**src/rtl/segment_address_unit.sv**
```systemverilog
`default_nettype none
// +--------------------------------------------------------------------------+
// | segment_address_unit: segment select + 16-bit offset -> 20-bit physical  |
// | address via (seg << 4) + offset.  Override prefix: S80X86_SEG_OVERRIDE_EN |
// | Revision: 1.0                                                            |
// +--------------------------------------------------------------------------+
module segment_address_unit (
  input  logic        clk,
  input  logic        reset,
  input  logic        start,
  input  logic [1:0]  default_seg,
  input  logic        allow_override,
  input  logic [15:0] offset,
  input  logic        override_set,
  input  logic [1:0]  override_sel,
  input  logic        override_clear,
  output logic [1:0]  rd_sel,
  input  logic [15:0] rd_val,
  output logic        busy,
  output logic        done,
  output logic [19:0] phys_addr,
  output logic [1:0]  seg_used
);

  typedef enum logic [1:0] {
    ST_IDLE = 2'd0,
    ST_ADD  = 2'd1,
    ST_DONE = 2'd2
  } state_t;

  state_t      state_q, state_d;
  logic [1:0]  seg_q, seg_d;
  logic [15:0] offset_q, offset_d;
  logic [19:0] phys_addr_q, phys_addr_d;
  logic [1:0]  seg_used_q, seg_used_d;
  logic        busy_q, busy_d;
  logic        done_q, done_d;
  logic [1:0]  eff_seg;
  logic        accept;

`ifdef S80X86_SEG_OVERRIDE_EN
  logic       ovr_active_q, ovr_active_d;
  logic [1:0] ovr_seg_q, ovr_seg_d;

  always_comb begin
    ovr_active_d = ovr_active_q;
    ovr_seg_d    = ovr_seg_q;
    if (override_set) begin
      ovr_active_d = 1'b1;
      ovr_seg_d    = override_sel;
    end else if (override_clear) begin
      ovr_active_d = 1'b0;
    end
  end

  always_ff @(posedge clk or posedge reset) begin
    if (reset) begin
      ovr_active_q <= 1'b0;
      ovr_seg_q    <= 2'd0;
    end else begin
      ovr_active_q <= ovr_active_d;
      ovr_seg_q    <= ovr_seg_d;
    end
  end

  // Requests see the override state from before any same-cycle update.
  assign eff_seg = (ovr_active_q && allow_override) ? ovr_seg_q : default_seg;
`else
  logic unused_override;
  assign unused_override = ^{override_set, override_clear, override_sel, allow_override};
  assign eff_seg = default_seg;
`endif

  assign accept = start && (state_q != ST_ADD);
  assign rd_sel = accept ? eff_seg : seg_q;

  always_comb begin
    state_d     = state_q;
    seg_d       = seg_q;
    offset_d    = offset_q;
    phys_addr_d = phys_addr_q;
    seg_used_d  = seg_used_q;
    case (state_q)
      ST_IDLE: if (start) state_d = ST_ADD;
      ST_ADD: begin
        state_d     = ST_DONE;
        phys_addr_d = {rd_val, 4'b0000} + {4'b0000, offset_q};
        seg_used_d  = seg_q;
      end
      ST_DONE: state_d = start ? ST_ADD : ST_IDLE;
      default: state_d = ST_IDLE;
    endcase
    if (accept) begin
      seg_d    = eff_seg;
      offset_d = offset;
    end
    busy_d = (state_d == ST_ADD);
    done_d = (state_d == ST_DONE);
  end

  always_ff @(posedge clk or posedge reset) begin
    if (reset) begin
      state_q     <= ST_IDLE;
      seg_q       <= 2'd0;
      offset_q    <= 16'd0;
      phys_addr_q <= 20'd0;
      seg_used_q  <= 2'd0;
      busy_q      <= 1'b0;
      done_q      <= 1'b0;
    end else begin
      state_q     <= state_d;
      seg_q       <= seg_d;
      offset_q    <= offset_d;
      phys_addr_q <= phys_addr_d;
      seg_used_q  <= seg_used_d;
      busy_q      <= busy_d;
      done_q      <= done_d;
    end
  end

  assign busy      = busy_q;
  assign done      = done_q;
  assign phys_addr = phys_addr_q;
  assign seg_used  = seg_used_q;

endmodule
`default_nettype wire

```
**config.mk**
```make
export PLATFORM = sky130hd
export DESIGN_NAME = segment_address_unit
export DESIGN_NICKNAME = d
export VERILOG_FILES = /design/src/rtl/segment_address_unit.sv
export SDC_FILE = /design/constraint.sdc
export NUM_CORES = 1
export LEC_CHECK = 0
export BUFFER_PORTS_ARGS = -buffer_cell sky130_fd_sc_hd__buf_2
export CORE_MARGIN = 4
export CORE_UTILIZATION = 51
export DETAILED_ROUTE_END_ITERATION = 16
export GPL_TIMING_DRIVEN = 1
export PLACE_DENSITY = 0.88
export SLEW_MARGIN = 20
export SYNTH_ARGS = -nofsm -noshare
export SYNTH_HDL_FRONTEND = slang
export SYNTH_SLANG_ARGS = --single-unit
```
**constraint.sdc**
```tcl
create_clock -name clk -period 2.7 [get_ports clk]
set_clock_uncertainty 0.2 [all_clocks]
set_input_delay 0.54 -clock clk [delete_from_list [all_inputs] [get_ports clk]]
set_output_delay 0.54 -clock clk [all_outputs]
set_load 0.005 [all_outputs]
```
; ---- Word level (Yosys, flattened, before mapping)
; Cells that the tools add are included.
[classes]
eq_ne = 5
add_sub_neg = 1
n_mux = 4
n_reduce_logical = 2
[op_table]
columns = operator, n
row1 = 20-bit by 16-bit adder with 20-bit output, 1
row2 = 2-bit one-hot mux with 3 select lines, 1
row3 = "2-bit by 1-bit equality test with 1-bit output, second input constant", 2
row4 = "2-bit equality test, second input constant", 2
row5 = 2-bit two-way mux, 2
row6 = 2-bit logical NOT, 1
row7 = "2-bit by 1-bit inequality test with 1-bit output, second input constant", 1
row8 = 1-bit logical AND, 1
row9 = 1-bit two-way mux, 1
[totals]
word_cells = 19
reg_bits = 44

; ---- Depth between registers and ports, before layout
; Gate-level depths: netlist of the first run.
[depth]
word_depth = 3
ltp_mapped = 8
mapped_depth_nobuf = 8

; ---- Worst setup path before layout of the first run
; Ideal clock, no wire load.
[synth_timing]
kind = input to register
from = input port rd_val[0]
to = register phys_addr_q[12] (netlist: phys_addr[12])
stages = 7
t_required_ns = 2.373
path_buffers = 0
t_arrival_ns = 2.120
slack_ns = 0.252
cell_sequence = ha_1 > fa_1 > a21o_1 > a221o_2 > a31oi_1 > xor2_1 > o21ai_1
[synth_between]
elab_chain_cells = 1
[synth_rtl]
columns = item, line_no
row1 = from (decl), 18  ; input logic [15:0] rd_val,
row2 = 20-bit by 16-bit adder with 20-bit output, 87  ; phys_addr_d = {rd_val, 4'b0000} + {4'b0000, offset_q};
row3 = to (signal assigned), 114  ; phys_addr_q <= phys_addr_d;
row4 = to (decl), 34  ; logic [19:0] phys_addr_q, phys_addr_d;
; No other way between the ends.
; A chain may end at the register's enable or synchronous reset.

; ---- Final worst setup path of the first run
[layout_timing]
from = register state_q[0]
to = output port rd_sel[0]
[layout_between]
elab_chain_cells = 3
[layout_rtl]
columns = item, line_no
row1 = from (decl), 31  ; state_t state_q, state_d;
row2 = from (signal assigned), 111  ; state_q <= state_d;
row3 = 2-bit by 1-bit inequality test with 1-bit output, 74  ; assign accept = start && (state_q != ST_ADD);
row4 = 1-bit logical AND, 74
row5 = 2-bit two-way mux, -
row6 = to (decl), 17  ; output logic [1:0] rd_sel,
; No other way between the ends.

==> impl_table.tex, run 1 <==
\begin{tabular}{lr}
\hline
Metric & Value \\
\hline
\multicolumn{2}{l}{\textbf{Status}} \\
Result of the run & complete, no violations \\
\multicolumn{2}{l}{\textbf{STA}} \\
Post-route setup TNS & 0 ns \\
Post-route clock period utilization & 0.916 \\
Slew @ Worst Pin & 0.733 ns \\
Number of slew-limit violations in the final report & 0 \\
Fin Hold WS & 0.0568 ns \\
Final-report setup violation count & 0 \\
Final critical path time including I/O delays and setup & 2.47 ns \\
Hold Violations, Final & 0 \\
Slew Limit Headroom & 0.509 \\
Unrepaired setup endpoints after global routing & no \\
Final setup margin & 0.228 ns \\
Highest clock rate & 0.404 GHz \\
\multicolumn{2}{l}{\textbf{Critical path}} \\
WP data arrival & 1.73 ns \\
Critical path startpoint category & flop \\
Required time at the endpoint of the critical path & 1.96 ns \\
Slowest-stage cell, CP & or2b\_2 \\
WP buf/inv & 1 \\
Worst Path Class, Setup & flop to output pin \\
Worst path top cell family by delay & simple AND/OR/NAND/NOR gates \\
Max incr delay on CP & 0.42 ns \\
Capturing element type of the critical path & output pin \\
Maximum fanout encountered on the critical timing path & 12 \\
Critical Path, Cell by Cell & or2b\_2, nand2\_2, mux2\_2, buf\_2 \\
\multicolumn{2}{l}{\textbf{Placement}} \\
Worst setup slack before clock tree synthesis & 0.0274 ns \\
Standard cell area after detailed placement & 2580 µm² \\
Final weighted congestion in routability-driven placement & 0.898 \\
HPWL Detailed & 3530 µm \\
Number of placed instances with taps included & 318 \\
Count of buffers from port buffering & 62 \\
\multicolumn{2}{l}{\textbf{Routing}} \\
Remaining number of nets flagged by the antenna check after routing & 0 \\
DRC violations left & 0 \\
Via count & 1729 \\
DR WL/cell & 13.7 µm \\
Final wirelength & 4460 µm \\
Initial detailed-routing violation count & 148 \\
Via/cell ratio & 5.32 \\
First-pass iteration count of the detailed router & 4 \\
\multicolumn{2}{l}{\textbf{Logic synthesis}} \\
Post-Synthesis Mean Instance Area & 10.6 µm² \\
Count of flip-flops with a built-in enable after synthesis & 0 \\
Cells after synthesis & 210 \\
Sequential area share after synthesis & 0.494 \\
Library cell with the largest summed area after synthesis & dfrtp\_1 \\
Area of the mapped netlist & 2230 µm² \\
Leading post-synthesis cells by cell area & dfrtp\_1 49\%, mux2\_2 9.1\%, nand2\_1 7.6\% \\
Post-synthesis async set-or-reset flop share & 1.00 \\
Post-synthesis sequential element count & 44 \\
Nets in the synthesized netlist & 265 \\
Distinct cells, synth & 40 \\
Most instantiated flip-flop cell in the synthesis netlist & dfrtp\_1 \\
Total of warnings raised by yosys & 0 \\
Share of Yosys cell area claimed by the top area cell type & 0.494 \\
\multicolumn{2}{l}{\textbf{Global route}} \\
Global-route total usage across every layer & 0.173 \\
Largest net degree at the start of global routing & 30 \\
Vias in the first global route & 1647 \\
Global-route congestion overflow total & 0 \\
First-pass GRT wire length & 7240 µm \\
Antenna violations before repair & 0 \\
\multicolumn{2}{l}{\textbf{Hold path}} \\
Classification of the worst-slack hold path & input port to asynchronous set/reset pin \\
\multicolumn{2}{l}{\textbf{Power}} \\
Static leakage & 1.34 nW \\
Total power per unit cell area & 700 nW/µm² \\
IR Drop Worst-Case VDD & 0.324 mV \\
Final Total Pwr & 1.86 mW \\
\multicolumn{2}{l}{\textbf{Floorplanning}} \\
Die Area & 5490 µm² \\
Vertical die dimension & 74.1 µm \\
Starting utilization of the core area & 0.542 \\
Area of the core region & 4120 µm² \\
Horizontal extent of the die & 74.1 µm \\
Placement row count & 23 \\
Ports placed on the boundary & 68 \\
\multicolumn{2}{l}{\textbf{Clocking}} \\
Number of buffers inserted by hold repair at cts & 0 \\
H-Tree Depth & 2 \\
Clock tree buffer depth & 2 \\
\# Post-CTS Setup Buffers & 0 \\
Clock sink total & 44 \\
Clk Latency, worst-skew pair & 0.30 ns \\
Post-cts sizing count & 0 \\
Root buffer selected by CTS & clkbuf\_8 \\
Number of clock buffers inserted by TritonCTS & 5 \\
Clock slew seen by the registers of the worst setup and hold paths & 0.08 ns \\
TritonCTS clock tree & done \\
\multicolumn{2}{l}{\textbf{Layout}} \\
Net count, final & 330 \\
Post-route standard cell area excluding fillers & 2660 µm² \\
Share of layout cells above drive strength 1 & 0.356 \\
Core Util, Final & 0.646 \\
Layout area overhead & 19.2\% \\
Number of cells in the finished layout apart from fillers & 325 \\
Antenna diode count & 0 \\
\multicolumn{2}{l}{\textbf{Flow run}} \\
Max-cap violations & 0 \\
\hline
\end{tabular}
[placed cells by master, fill, tap and decap left out, types with 6 or more instances in the layout]
cell      n
nand3_1   6
mux2_2   18
buf_2    62
a21oi_1   9
dfrtp_1  44
ha_1     12
nand2_1  45
a21o_1    6
xnor2_1   7
o21ai_0  11
[flip-flops by register name, indices dropped and copies added, names as in the netlist]
signal	count
busy	1
done	1
offset_q	16
phys_addr	20
seg_q	2
seg_used	2
state_q	2
[layer usage]
| metal | vias to the layer above | part of all wire | track usage |
|---|---|---|---|
| met1 | 804 | 0.45 | 0.221 |
| met3 | 8 | 0.058 | 0.0459 |
| met2 | 48 | 0.47 | 0.281 |
| met4 | 0 | 0.017 | 0.0644 |
| met5 | - | 0 | 0 |
| li1 | 869 | - | - |
[cells in the mapped netlist (2+ instances only)]
| master | number |
|---|---|
| nand2_1 | 45 |
| dfrtp_1 | 44 |
| mux2_2 | 18 |
| ha_1 | 12 |
| o21ai_0 | 11 |
| a21oi_1 | 9 |
| xnor2_1 | 7 |
| a21o_1 | 6 |
| nand3_1 | 6 |
| o21ai_1 | 5 |
| xor2_1 | 5 |
| nand4_1 | 4 |
| inv_1 | 3 |
| a311oi_1 | 2 |
| a31oi_1 | 2 |
| buf_2 | 2 |
| clkbuf_1 | 2 |
| nor2_1 | 2 |
| nor2b_1 | 2 |
| nor3_1 | 2 |
| o31ai_1 | 2 |
[report_power, final]
part / switching (mW) / internal [mW] / leakage, nW / total (mW)
Combinational: 0.307 / 0.288 / 0.765 / 0.595
Clock: 0.220 / 0.175 / 0.0400 / 0.395
Sequential: 0.0685 / 0.801 / 0.533 / 0.869
Total: 0.595 / 1.26 / 1.34 / 1.86
[worst paths after layout]
kind,from,to,cells after the start,slack [ns]
setup reg to reg,offset_q[4],phys_addr[16],8,0.30
setup / recovery,state_q[0],rd_sel[0],4,0.23
hold / removal,reset,phys_addr[0],2,0.06
max in group asynchronous,reset,offset_q[12],3,1.54
min in group clk,offset[3],offset_q[3],2,0.26
hold reg to reg,seg_q[1],seg_used[1],2,0.27
[cell type report]
type	count	area [µm²]
Timing Repair Buffer	65	333
Clock inverter	2	12.5
Inverter	3	11.3
Sequential cell	44	1100
Tap cell	50	62.6
Fill cell	314	1460
Multi-Input combinational cell	156	1070
Clock buffer	5	68.8
[worst reg2reg max path, delay by kind of cell (launching register included)]
kind / cells / cell delay (ns)
compound gates: 3 / 0.75
xor+xnor: 1 / 0.14
simple gates: 2 / 0.23
flops: 1 / 0.39
fa+ha+maj: 2 / 0.62
[cell families after synthesis]
family / after synthesis / synth area share
mux: 18 / 0.0909
flops: 44 / 0.494
buf+inv: 10 / 0.0269
fa+ha+maj: 13 / 0.0763
xor+xnor: 12 / 0.0471
simple gates: 69 / 0.141
compound gates: 44 / 0.124
Note: power is estimated with default switching activity, not from simulation.
==> run 2: changes to the inputs <==
--- a/config.mk
+++ b/config.mk
@@ -11,6 +11,7 @@
 export DETAILED_ROUTE_END_ITERATION = 16
 export GPL_TIMING_DRIVEN = 1
 export PLACE_DENSITY = 0.88
+export SETUP_SLACK_MARGIN = 0.5
 export SLEW_MARGIN = 20
 export SYNTH_ARGS = -nofsm -noshare
 export SYNTH_HDL_FRONTEND = slang
==> run 2 against run 1 <==
Net effect:
- worst hold slack improved by 0.11 ns
- sequential cell count unchanged
- highest routed layer unchanged
- final area rose by 3.9%
- combinational power increased by 7.2%
- core utilization increased by 2.5 points
- sequential power grew 0.7%
- sequential share of layout area fell by 1.5 points
- largest power group unchanged
- cell count is 1.5% higher
==> impl_table.tex, run 2 (synthesis gave the netlist of run 1 again) <==
\begin{tabular}{lr}
\hline
Metric & Value \\
\hline
\multicolumn{2}{l}{\textbf{Status}} \\
Result of the run & complete, no violations \\
\multicolumn{2}{l}{\textbf{Layout}} \\
Most frequent standard cell in the layout excluding fill and tap cells & buf\_2 \\
Net count, final & 334 (+1.2\%) \\
Max FFs per register & 20 (unchanged) \\
Share of layout cells above drive strength 1 & 0.396 (+0.0401) \\
Fill cell total of the finished layout & 338 (+7.6\%) \\
Commonest non-fill, non-tap cells in the layout & 61 x buf\_2, 45 x nand2\_1, 44 x dfrtp\_1 \\
Layout area overhead & 23.8\% \\
Antenna diode count & 0 (unchanged) \\
\multicolumn{2}{l}{\textbf{Routing}} \\
Initial detailed-routing violation count & 143 (-3.4\%) \\
Detailed-route wire length on metal 1 & 2220 µm (+9.7\%) \\
Final wirelength & 5010 µm (+12\%) \\
DRC violations left & 0 (unchanged) \\
Wire length on met3 & 254 µm (-1.2\%) \\
Top routing layer in use & met4 \\
Via/cell ratio & 5.38 (+1.2\%) \\
DR WL/cell & 15.2 µm (+10\%) \\
Via count & 1776 (+2.7\%) \\
Wire length on met2 & 2440 µm (+16\%) \\
Remaining number of nets flagged by the antenna check after routing & 0 (unchanged) \\
First-pass iteration count of the detailed router & 4 (unchanged) \\
\multicolumn{2}{l}{\textbf{Global route}} \\
Antenna violations before repair & 0 (unchanged) \\
First-pass GRT wire length & 8160 µm (+13\%) \\
Vias in the first global route & 1738 (+5.5\%) \\
Largest net degree at the start of global routing & 45 (+50\%) \\
Global-route total usage across every layer & 0.194 (+0.0213) \\
Global-route congestion overflow total & 0 (unchanged) \\
\multicolumn{2}{l}{\textbf{Floorplanning}} \\
Starting utilization of the core area & 0.542 (unchanged) \\
Placement row count & 23 (unchanged) \\
Vertical die dimension & 74.1 µm (unchanged) \\
Area of the core region & 4120 µm² (unchanged) \\
Horizontal extent of the die & 74.1 µm (unchanged) \\
Die Area & 5490 µm² (unchanged) \\
Ports placed on the boundary & 68 (unchanged) \\
\multicolumn{2}{l}{\textbf{Clocking}} \\
Root buffer selected by CTS & clkbuf\_8 \\
TritonCTS clock tree & done \\
Clock sink total & 44 (unchanged) \\
Clk Latency, worst-skew pair & 0.30 ns (about the same) \\
Clock slew seen by the registers of the worst setup and hold paths & 0.09 ns (about the same) \\
Number of clock buffers inserted by TritonCTS & 5 (unchanged) \\
Clock tree buffer depth & 2 (unchanged) \\
H-Tree Depth & 2 (unchanged) \\
Number of buffers inserted by hold repair at cts & 0 (unchanged) \\
\multicolumn{2}{l}{\textbf{Placement}} \\
HPWL Detailed & 3670 µm (+3.9\%) \\
Count of buffers from port buffering & 62 (unchanged) \\
Final weighted congestion in routability-driven placement & 0.879 (-2.2\%) \\
\multicolumn{2}{l}{\textbf{STA}} \\
Number of slew-limit violations in the final report & 0 (unchanged) \\
Post-route clock period utilization & 0.846 (-0.0697) \\
Slew Limit Headroom & 0.625 (+0.116) \\
Final-report setup violation count & 0 (unchanged) \\
Fin Hold WS & 0.165 ns (+0.109 ns) \\
Hold Violations, Final & 0 (unchanged) \\
Highest clock rate & 0.438 GHz (+8.2\%) \\
Slew @ Worst Pin & 0.563 ns (-0.170 ns) \\
Unrepaired setup endpoints after global routing & yes \\
Final critical path time including I/O delays and setup & 2.28 ns (-0.188 ns) \\
Post-route setup TNS & 0 ns (unchanged) \\
\multicolumn{2}{l}{\textbf{Hold path}} \\
Classification of the worst-slack hold path & input port to asynchronous set/reset pin \\
\multicolumn{2}{l}{\textbf{Power}} \\
Final Total Pwr & 1.95 mW (+4.7\%) \\
Total power per unit cell area & 705 nW/µm² (+0.78\%) \\
Static leakage & 1.37 nW (+2.6\%) \\
IR Drop Worst-Case VDD & 0.238 mV (-27\%) \\
\multicolumn{2}{l}{\textbf{Critical path}} \\
Required time at the endpoint of the critical path & 2.68 ns (+0.72 ns) \\
Reg-to-Reg End & phys\_addr[16] \\
Worst Path Class, Setup & flop to flop \\
Reg-to-reg slack, setup & 0.42 ns (+0.12 ns) \\
Critical path startpoint category & flop \\
WP data arrival & 2.27 ns (+0.54 ns) \\
Worst Setup SP & offset\_q[4] \\
Capturing element type of the critical path & flop \\
End point of the critical path & phys\_addr[16] \\
Reg2reg start & offset\_q[4] \\
Maximum fanout encountered on the critical timing path & 4 (-8) \\
Worst Reg2Reg Path Length in Cells & 8 (unchanged) \\
\multicolumn{2}{l}{\textbf{Flow run}} \\
Max-cap violations & 0 (unchanged) \\
\hline
\end{tabular}
## run 2: cell types whose count changed in the layout (fill, tap and decap cells not counted), moves of 3 or more
cell and delta:
a21oi_1 -3, buf_4 +4, a21oi_2 +3, ha_1 -3
## run 2: worst min path at each step
stage | endpoint | cells after the start | startpoint
after floorplan | busy | 1 | state_q[0]
after CTS | done | 3 | reset
after detailed placement | state_q[0] | 1 | state_q[0]
after global placement | busy | 1 | state_q[0]
after global routing | done | 3 | reset
final | phys_addr[2] | 3 | reset
## run 2: per-layer routing
layer  vias up  global-route usage
li1        883                   -
met1       836               0.260
met2        49               0.306
met3         8              0.0500
met4         0              0.0684
met5         -                   0
## run 2: critical path, stage by stage, from the launching register on
cell and delay [ns]:
dfrtp_1 0.42, ha_4 0.18, fa_2 0.33, a21o_1 0.18
a221o_2 0.38, nand4_1 0.15, nand2_1 0.08, xnor2_1 0.17
o21ai_1 0.08
## run 2: final cells by class
| class | count | area (µm²) | share of cell area |
|---|---|---|---|
| multi-input combinational | 156 | 1120 | 0.407 |
| sequential | 44 | 1100 | 0.399 |
| timing repair buffer | 69 | 369 | 0.134 |
| clock buffer | 7 | 86.3 | 0.0313 |
| tap | 50 | 62.6 | 0.0227 |
| inverter | 3 | 11.3 | 0.00408 |
| clock inverter | 1 | 7.51 | 0.00272 |
## run 2: repair_timing
item,4_1_cts,5_1_grt
setup endpoints to repair,6,9
gates cloned,0,0
pin swaps,6,2
setup buffers,3,0
resized for setup,4,7
## run 2: where the power goes
part	switching, mW	internal (mW)
Sequential	0.0740	0.801
Clock	0.226	0.208
Combinational	0.327	0.311
Total	0.626	1.32
## run 2: per-stage QoR
step	instances	area, µm²	worst slack [ns]	util
after floorplan	210	2250	0.344	-
after global placement	319	2600	0.139	0.632
after detailed placement	319	2600	0.108	0.632
after CTS	330	2740	0.421	0.665
after global routing	330	2760	0.306	0.671
final	330	2760	0.416	0.671
